**src/rtl/cmd_tx_if.sv**
```systemverilog
// Caller/crc7-facing signal bundle for the SD CMD-line transmitter cmd_tx.
interface cmd_tx_if;
  logic        istart;
  logic [5:0]  iindex;
  logic [31:0] iarg;
  logic        obusy;
  logic        odone;
  logic        ocmd;
  logic        ocmd_oe;
  logic        ocrc_rst;
  logic        ocrc_data;
  logic        ocrc_unload;
  logic        icrc;

  modport master (
    output istart, iindex, iarg, icrc,
    input  obusy, odone, ocmd, ocmd_oe, ocrc_rst, ocrc_data, ocrc_unload
  );

  modport slave (
    input  istart, iindex, iarg, icrc,
    output obusy, odone, ocmd, ocmd_oe, ocrc_rst, ocrc_data, ocrc_unload
  );
endinterface

```
**src/rtl/cmd_tx.sv**
```systemverilog
// SD CMD-line transmitter: serialises start/tx/index/arg/CRC7/end MSB-first, driving an external crc7.
// Optional Ncc idle gap after the end bit is enabled by defining CMD_TX_NCC_GAP_EN.
module cmd_tx #(
  parameter int NCC_CYCLES = 8
) (
  input  logic     iclk,
  input  logic     irst_n,
  cmd_tx_if.slave  bus
);

`ifdef CMD_TX_NCC_GAP_EN
  typedef enum logic [2:0] {IDLE, FRAME, CRC, END, GAP} state_e;
  localparam logic [5:0] GAP_LAST = 6'(NCC_CYCLES - 1);
`else
  typedef enum logic [2:0] {IDLE, FRAME, CRC, END} state_e;
`endif

  state_e      state_q, state_d;
  logic [38:0] shreg_q, shreg_d;
  logic [5:0]  bitcnt_q, bitcnt_d;
  logic        cmd_q, cmd_d;
  logic        oe_q, oe_d;
  logic        done_q, done_d;
  logic        crcRst, crcData, crcUnload;

  always_ff @(posedge iclk or negedge irst_n) begin
    if (!irst_n) begin
      state_q  <= IDLE;
      shreg_q  <= '0;
      bitcnt_q <= '0;
      cmd_q    <= 1'b1;
      oe_q     <= 1'b0;
      done_q   <= 1'b0;
    end else begin
      state_q  <= state_d;
      shreg_q  <= shreg_d;
      bitcnt_q <= bitcnt_d;
      cmd_q    <= cmd_d;
      oe_q     <= oe_d;
      done_q   <= done_d;
    end
  end

  // bitcnt counts edges since the start bit: 1..39 data, 40..46 CRC, 47 end bit, 48 release.
  always_comb begin
    state_d   = state_q;
    shreg_d   = shreg_q;
    bitcnt_d  = bitcnt_q;
    cmd_d     = cmd_q;
    oe_d      = oe_q;
    done_d    = 1'b0;
    crcRst    = 1'b0;
    crcData   = 1'b0;
    crcUnload = 1'b0;
    case (state_q)
      IDLE: begin
        crcRst = ~bus.istart;
        if (bus.istart) begin
          shreg_d  = {1'b1, bus.iindex, bus.iarg};
          cmd_d    = 1'b0;
          oe_d     = 1'b1;
          bitcnt_d = 6'd1;
          state_d  = FRAME;
        end
      end
      FRAME: begin
        cmd_d    = shreg_q[38];
        crcData  = shreg_q[38];
        shreg_d  = {shreg_q[37:0], 1'b0};
        bitcnt_d = bitcnt_q + 6'd1;
        if (bitcnt_q == 6'd39) state_d = CRC;
      end
      CRC: begin
        cmd_d     = bus.icrc;
        crcUnload = 1'b1;
        bitcnt_d  = bitcnt_q + 6'd1;
        if (bitcnt_q == 6'd46) state_d = END;
      end
      END: begin
        cmd_d    = 1'b1;
        bitcnt_d = bitcnt_q + 6'd1;
        if (bitcnt_q == 6'd48) begin
          oe_d     = 1'b0;
          bitcnt_d = '0;
`ifdef CMD_TX_NCC_GAP_EN
          state_d  = GAP;
`else
          state_d  = IDLE;
          done_d   = 1'b1;
`endif
        end
      end
`ifdef CMD_TX_NCC_GAP_EN
      GAP: begin
        bitcnt_d = bitcnt_q + 6'd1;
        if (bitcnt_q == GAP_LAST) begin
          bitcnt_d = '0;
          state_d  = IDLE;
          done_d   = 1'b1;
        end
      end
`endif
      default: state_d = IDLE;
    endcase
  end

  assign bus.obusy       = (state_q != IDLE);
  assign bus.odone       = done_q;
  assign bus.ocmd        = cmd_q;
  assign bus.ocmd_oe     = oe_q;
  assign bus.ocrc_rst    = crcRst;
  assign bus.ocrc_data   = crcData;
  assign bus.ocrc_unload = crcUnload;

endmodule
```
**src/flat_wrapper.sv**
```systemverilog
// flat-port wrapper written by rule: the top's interface ports become plain ports
module cmd_tx_flat 
#(
  parameter int NCC_CYCLES = 8
)
  (iclk, irst_n, bus_istart, bus_iindex, bus_iarg, bus_icrc, bus_obusy, bus_odone, bus_ocmd, bus_ocmd_oe, bus_ocrc_rst, bus_ocrc_data, bus_ocrc_unload);
  cmd_tx_if bus_i ();
  input  logic iclk;
  input  logic irst_n;
  input wire logic [$bits(bus_i.istart)-1:0] bus_istart;
  input wire logic [$bits(bus_i.iindex)-1:0] bus_iindex;
  input wire logic [$bits(bus_i.iarg)-1:0] bus_iarg;
  input wire logic [$bits(bus_i.icrc)-1:0] bus_icrc;
  output wire logic [$bits(bus_i.obusy)-1:0] bus_obusy;
  output wire logic [$bits(bus_i.odone)-1:0] bus_odone;
  output wire logic [$bits(bus_i.ocmd)-1:0] bus_ocmd;
  output wire logic [$bits(bus_i.ocmd_oe)-1:0] bus_ocmd_oe;
  output wire logic [$bits(bus_i.ocrc_rst)-1:0] bus_ocrc_rst;
  output wire logic [$bits(bus_i.ocrc_data)-1:0] bus_ocrc_data;
  output wire logic [$bits(bus_i.ocrc_unload)-1:0] bus_ocrc_unload;
  assign bus_i.istart = bus_istart;
  assign bus_i.iindex = bus_iindex;
  assign bus_i.iarg = bus_iarg;
  assign bus_i.icrc = bus_icrc;
  assign bus_obusy = bus_i.obusy;
  assign bus_odone = bus_i.odone;
  assign bus_ocmd = bus_i.ocmd;
  assign bus_ocmd_oe = bus_i.ocmd_oe;
  assign bus_ocrc_rst = bus_i.ocrc_rst;
  assign bus_ocrc_data = bus_i.ocrc_data;
  assign bus_ocrc_unload = bus_i.ocrc_unload;
  cmd_tx #(.NCC_CYCLES(NCC_CYCLES)) u_core (.iclk(iclk), .irst_n(irst_n), .bus(bus_i));
endmodule
```
**config.mk**
```make
export PLATFORM = sky130hd
export DESIGN_NAME = cmd_tx_flat
export DESIGN_NICKNAME = d
export VERILOG_FILES = /design/src/rtl/cmd_tx_if.sv /design/src/rtl/cmd_tx.sv /design/src/flat_wrapper.sv
export SDC_FILE = /design/constraint.sdc
export NUM_CORES = 1
export LEC_CHECK = 0
export CORE_ASPECT_RATIO = 1.2
export CORE_UTILIZATION = 46
export DETAILED_ROUTE_END_ITERATION = 8
export PLACE_DENSITY_LB_ADDON = 0.08
export SLEW_MARGIN = 20
export SYNTH_ARGS = -nofsm -noshare
export SYNTH_HDL_FRONTEND = slang
export SYNTH_SLANG_ARGS = --single-unit
```
**constraint.sdc**
```tcl
create_clock -name iclk -period 1.6 [get_ports iclk]
set_input_delay 0.16 -clock iclk [delete_from_list [all_inputs] [get_ports iclk]]
set_output_delay 0.16 -clock iclk [all_outputs]
set_load 0.02 [all_outputs]
```
==> summary.txt <==
Outcome
  • Status: finished with violations
  • Failing checks: setup timing

Clocking
  • TritonCTS buffer count: 5
  • Skew-Pair Late Insertion Delay: ~0.30 ns
  • TritonCTS clock tree: built
  • CTS Sinks: 50
  • Root buffer cell: clkbuf_8
  • Clk buf depth: 2
  • Clk slew on worst S/H paths: 0.09 ns
  • H-tree depth: 2

Floorplan
  • I/O pin count: 49
  • Row cnt: 28
  • DIE AREA: 0.00566 mm2
  • Core area: about 0.0050 mm2
  • Die extent in y: 82.2 um
  • Die Wd: 68.8 um
  • Initial Utilization: 0.489

Synthesis
  • Sequential area share after synthesis: 0.508
  • Cell taking the most area after synthesis: dfrtp_1
  • Count leader, synth: dfrtp_1
  • Yosys top cell area share: 0.497
  • Top cells by count, synth: dfrtp_1 (49), o21ai_1 (43), nand2_1 (41)
  • Syn nets: 288
  • Synthesized cell area: 0.00246 mm2
  • Post-Synthesis Cells: 238
  • Number of enable flip-flop cells after synthesis: 0
  • Yosys reg bits: 50
  • Avg Synthesized Cell Area: about 10 um2
  • Top_reg_cell synth: dfrtp_1
  • Library cells used by synthesis: 36
  • Warnings, synthesis: 0
  • Largest cells by area after synthesis: dfrtp_1 (50%), mux2i_1 (15%), o21ai_1 (8.7%), nand2_1 (6.2%), ha_1 (4.1%)
  • Ys async rst share: 1.00

Layout
  • P&R area growth vs syn: 39.4%
  • Fraction of layout cells with a size suffix above 1: 0.202
  • Antenna diode count: 0
  • Finished Layout Cells: 377
  • Final Util: 0.681
  • Net count, final: about 370

Power and ir drop
  • Worst VDD drop: 705 uV
  • Static leakage: 0.00148 uW
  • Pwr Total: 2320 uW
  • Pwr dens: 676 mW/mm2

Drt
  • Wirelength per Cell: ~13 um
  • Via/cell ratio: 5.07
  • Post-route ant nets: 0
  • DRT Wirelength: 4.81 mm
  • Via count: 1911
  • 1st-pass router iterations: 4
  • DRC viols: 0
  • DR iter-0 viols: 69

GRT
  • Gr usage total: 0.188
  • Initial antenna violation count: 0
  • First-pass GRT wire length: 7.87 mm
  • Vias in the first global route: about 1800
  • Gr ovfl total: 0
  • Pin count of the biggest net entering global routing: 45

Timing
  • Worst setup margin: -0.0607 ns
  • Max-Slew Margin vs Limit: 0.713
  • Fmax: between 0.6 and 0.7 GHz
  • RSZ-0062 raised after global routing: true
  • Final Hold Fails: 0
  • Worst-case hold slack: 0.319 ns
  • Final period util: 1.04
  • Post-layout min period: 1.66 ns
  • Final Max Tran Viols: 0
  • Worst-margin pin slew: roughly 0.43 ns
  • Worst Skew: approximately 0.0073 ns
  • Setup Viol. Count Final: 5

Placed design
  • RD Place Congestion: ~0.82
  • Port Buffers: 48
  • Setup slack at placement: -0.0856 ns
  • HPWL after DPL: 3.63 mm
  • Post-Place Cells: 362

Setup path
  • WP data arrival: 1.85 ns
  • Crit Path Class: reg -> reg
  • Worst-path fanout max: 3
  • Req. time, crit path: between 1.5 and 2 ns
  • CP Capture Type: flop
  • Worst setup SP type: flop

Worst hold path
  • Worst Hold Class: in -> async

Flow run
  • Max cap viols: 0
metrics by stage:
stage | TNS, ns | instance area [um2]
detailed placement | -0.343 | 3220
floorplan | -0.0982 | 2480
global placement | -0.131 | 3220
global route | -0.645 | 3440
CTS | -0.224 | 3370
finish | -0.153 | 3440
critical path, cell delays in order (launching register included):
cell and delay [ns]:
dfrtp_1 0.43, inv_2 0.09, ha_4 0.12, nand3b_1 0.09, o21a_1 0.20, a2111o_1 0.32
mux2_4 0.30
cells in the final DEF, fill, tap and decap left out, types with 4 or more instances in the layout:
cell / synthesis / routed
clkdlybuf4s50_1: 0 / 42
nand2_1: 41 / 41
dfrtp_1: 49 / 49
inv_1: 11 / 7
buf_4: 0 / 31
clkbuf_8: 0 / 5
mux2i_1: 38 / 38
o21ai_1: 43 / 42
inv_2: 0 / 4
routing by layer:
metal	routed length, um	track usage	share of wire
met5	0	0	0
met2	2320	0.319	0.48
met1	2220	0.234	0.46
met3	174	0.0385	0.036
met4	93	0.0673	0.019
worst paths after layout:
check,from,endpoint,slack [ns],cells past startpoint
worst max-delay path,u_core.bitcnt_q[1]$_DFFE_PN0P_,u_core.state_q[1]$_DFFE_PN0P_,-0.06,6
worst min-delay path,irst_n,u_core.shreg_q[0]$_DFFE_PN0P_,0.32,2
worst max register to register,u_core.bitcnt_q[1]$_DFFE_PN0P_,u_core.state_q[1]$_DFFE_PN0P_,-0.06,6
worst min register to register,u_core.bus.ocmd$_DFFE_PN1P_,u_core.bus.ocmd$_DFFE_PN1P_,0.47,2
max in group asynchronous,irst_n,u_core.shreg_q[34]$_DFFE_PN0P_,0.75,3
min in group iclk,bus_iarg[11],u_core.shreg_q[11]$_DFFE_PN0P_,0.47,3
cells by family (layout without fill, tap and decap cells):
logic type | count (synthesis) | count (layout) | share of synthesized area
AO/OA/AOI/OAI | 60 | 60 | 0.146
AND/OR/NAND/NOR | 55 | 55 | 0.100
flip-flops | 50 | 50 | 0.508
multiplexers | 39 | 39 | 0.160
buffers and inverters | 25 | 104 | 0.0416
adder cells (fa/ha/maj) | 8 | 8 | 0.0406
XOR/XNOR | 1 | 1 | 0.00355
cell type report:
class | count | area [um2]
repair buffers | 84 | 779
multi-input cells | 163 | 1170
inverters | 12 | 50.0
clock inverters | 3 | 45.0
fillers | 415 | 1610
clock buffers | 5 | 68.8
well taps | 60 | 75.1
flip-flops and latches | 50 | 1250
power breakdown:
part / internal [uW] / total (uW) / switching [uW]
clock network: 465 / 890 / 425
registers: 1260 / 1270 / 0.481
logic: 112 / 168 / 55.8
total: 1840 / 2320 / 481
what timing repair did:
item,CTS,global route
gates resized for setup,12,13
setup endpoints to repair,9,28
buffers inserted,3,3
hold buffers,1,0
pin swaps,3,3
endpoints found under the hold margin,14,0
state kept, by name, summed over array words and instances (netlist names):
name and cells:
u_core.state_q 2, u_core.bus.ocmd_oe 1, u_core.shreg_q 39, u_core.bitcnt_q 6, u_core.bus.odone 1, u_core.bus.ocmd 1
No activity file was read; power rests on OpenSTA's default activity.
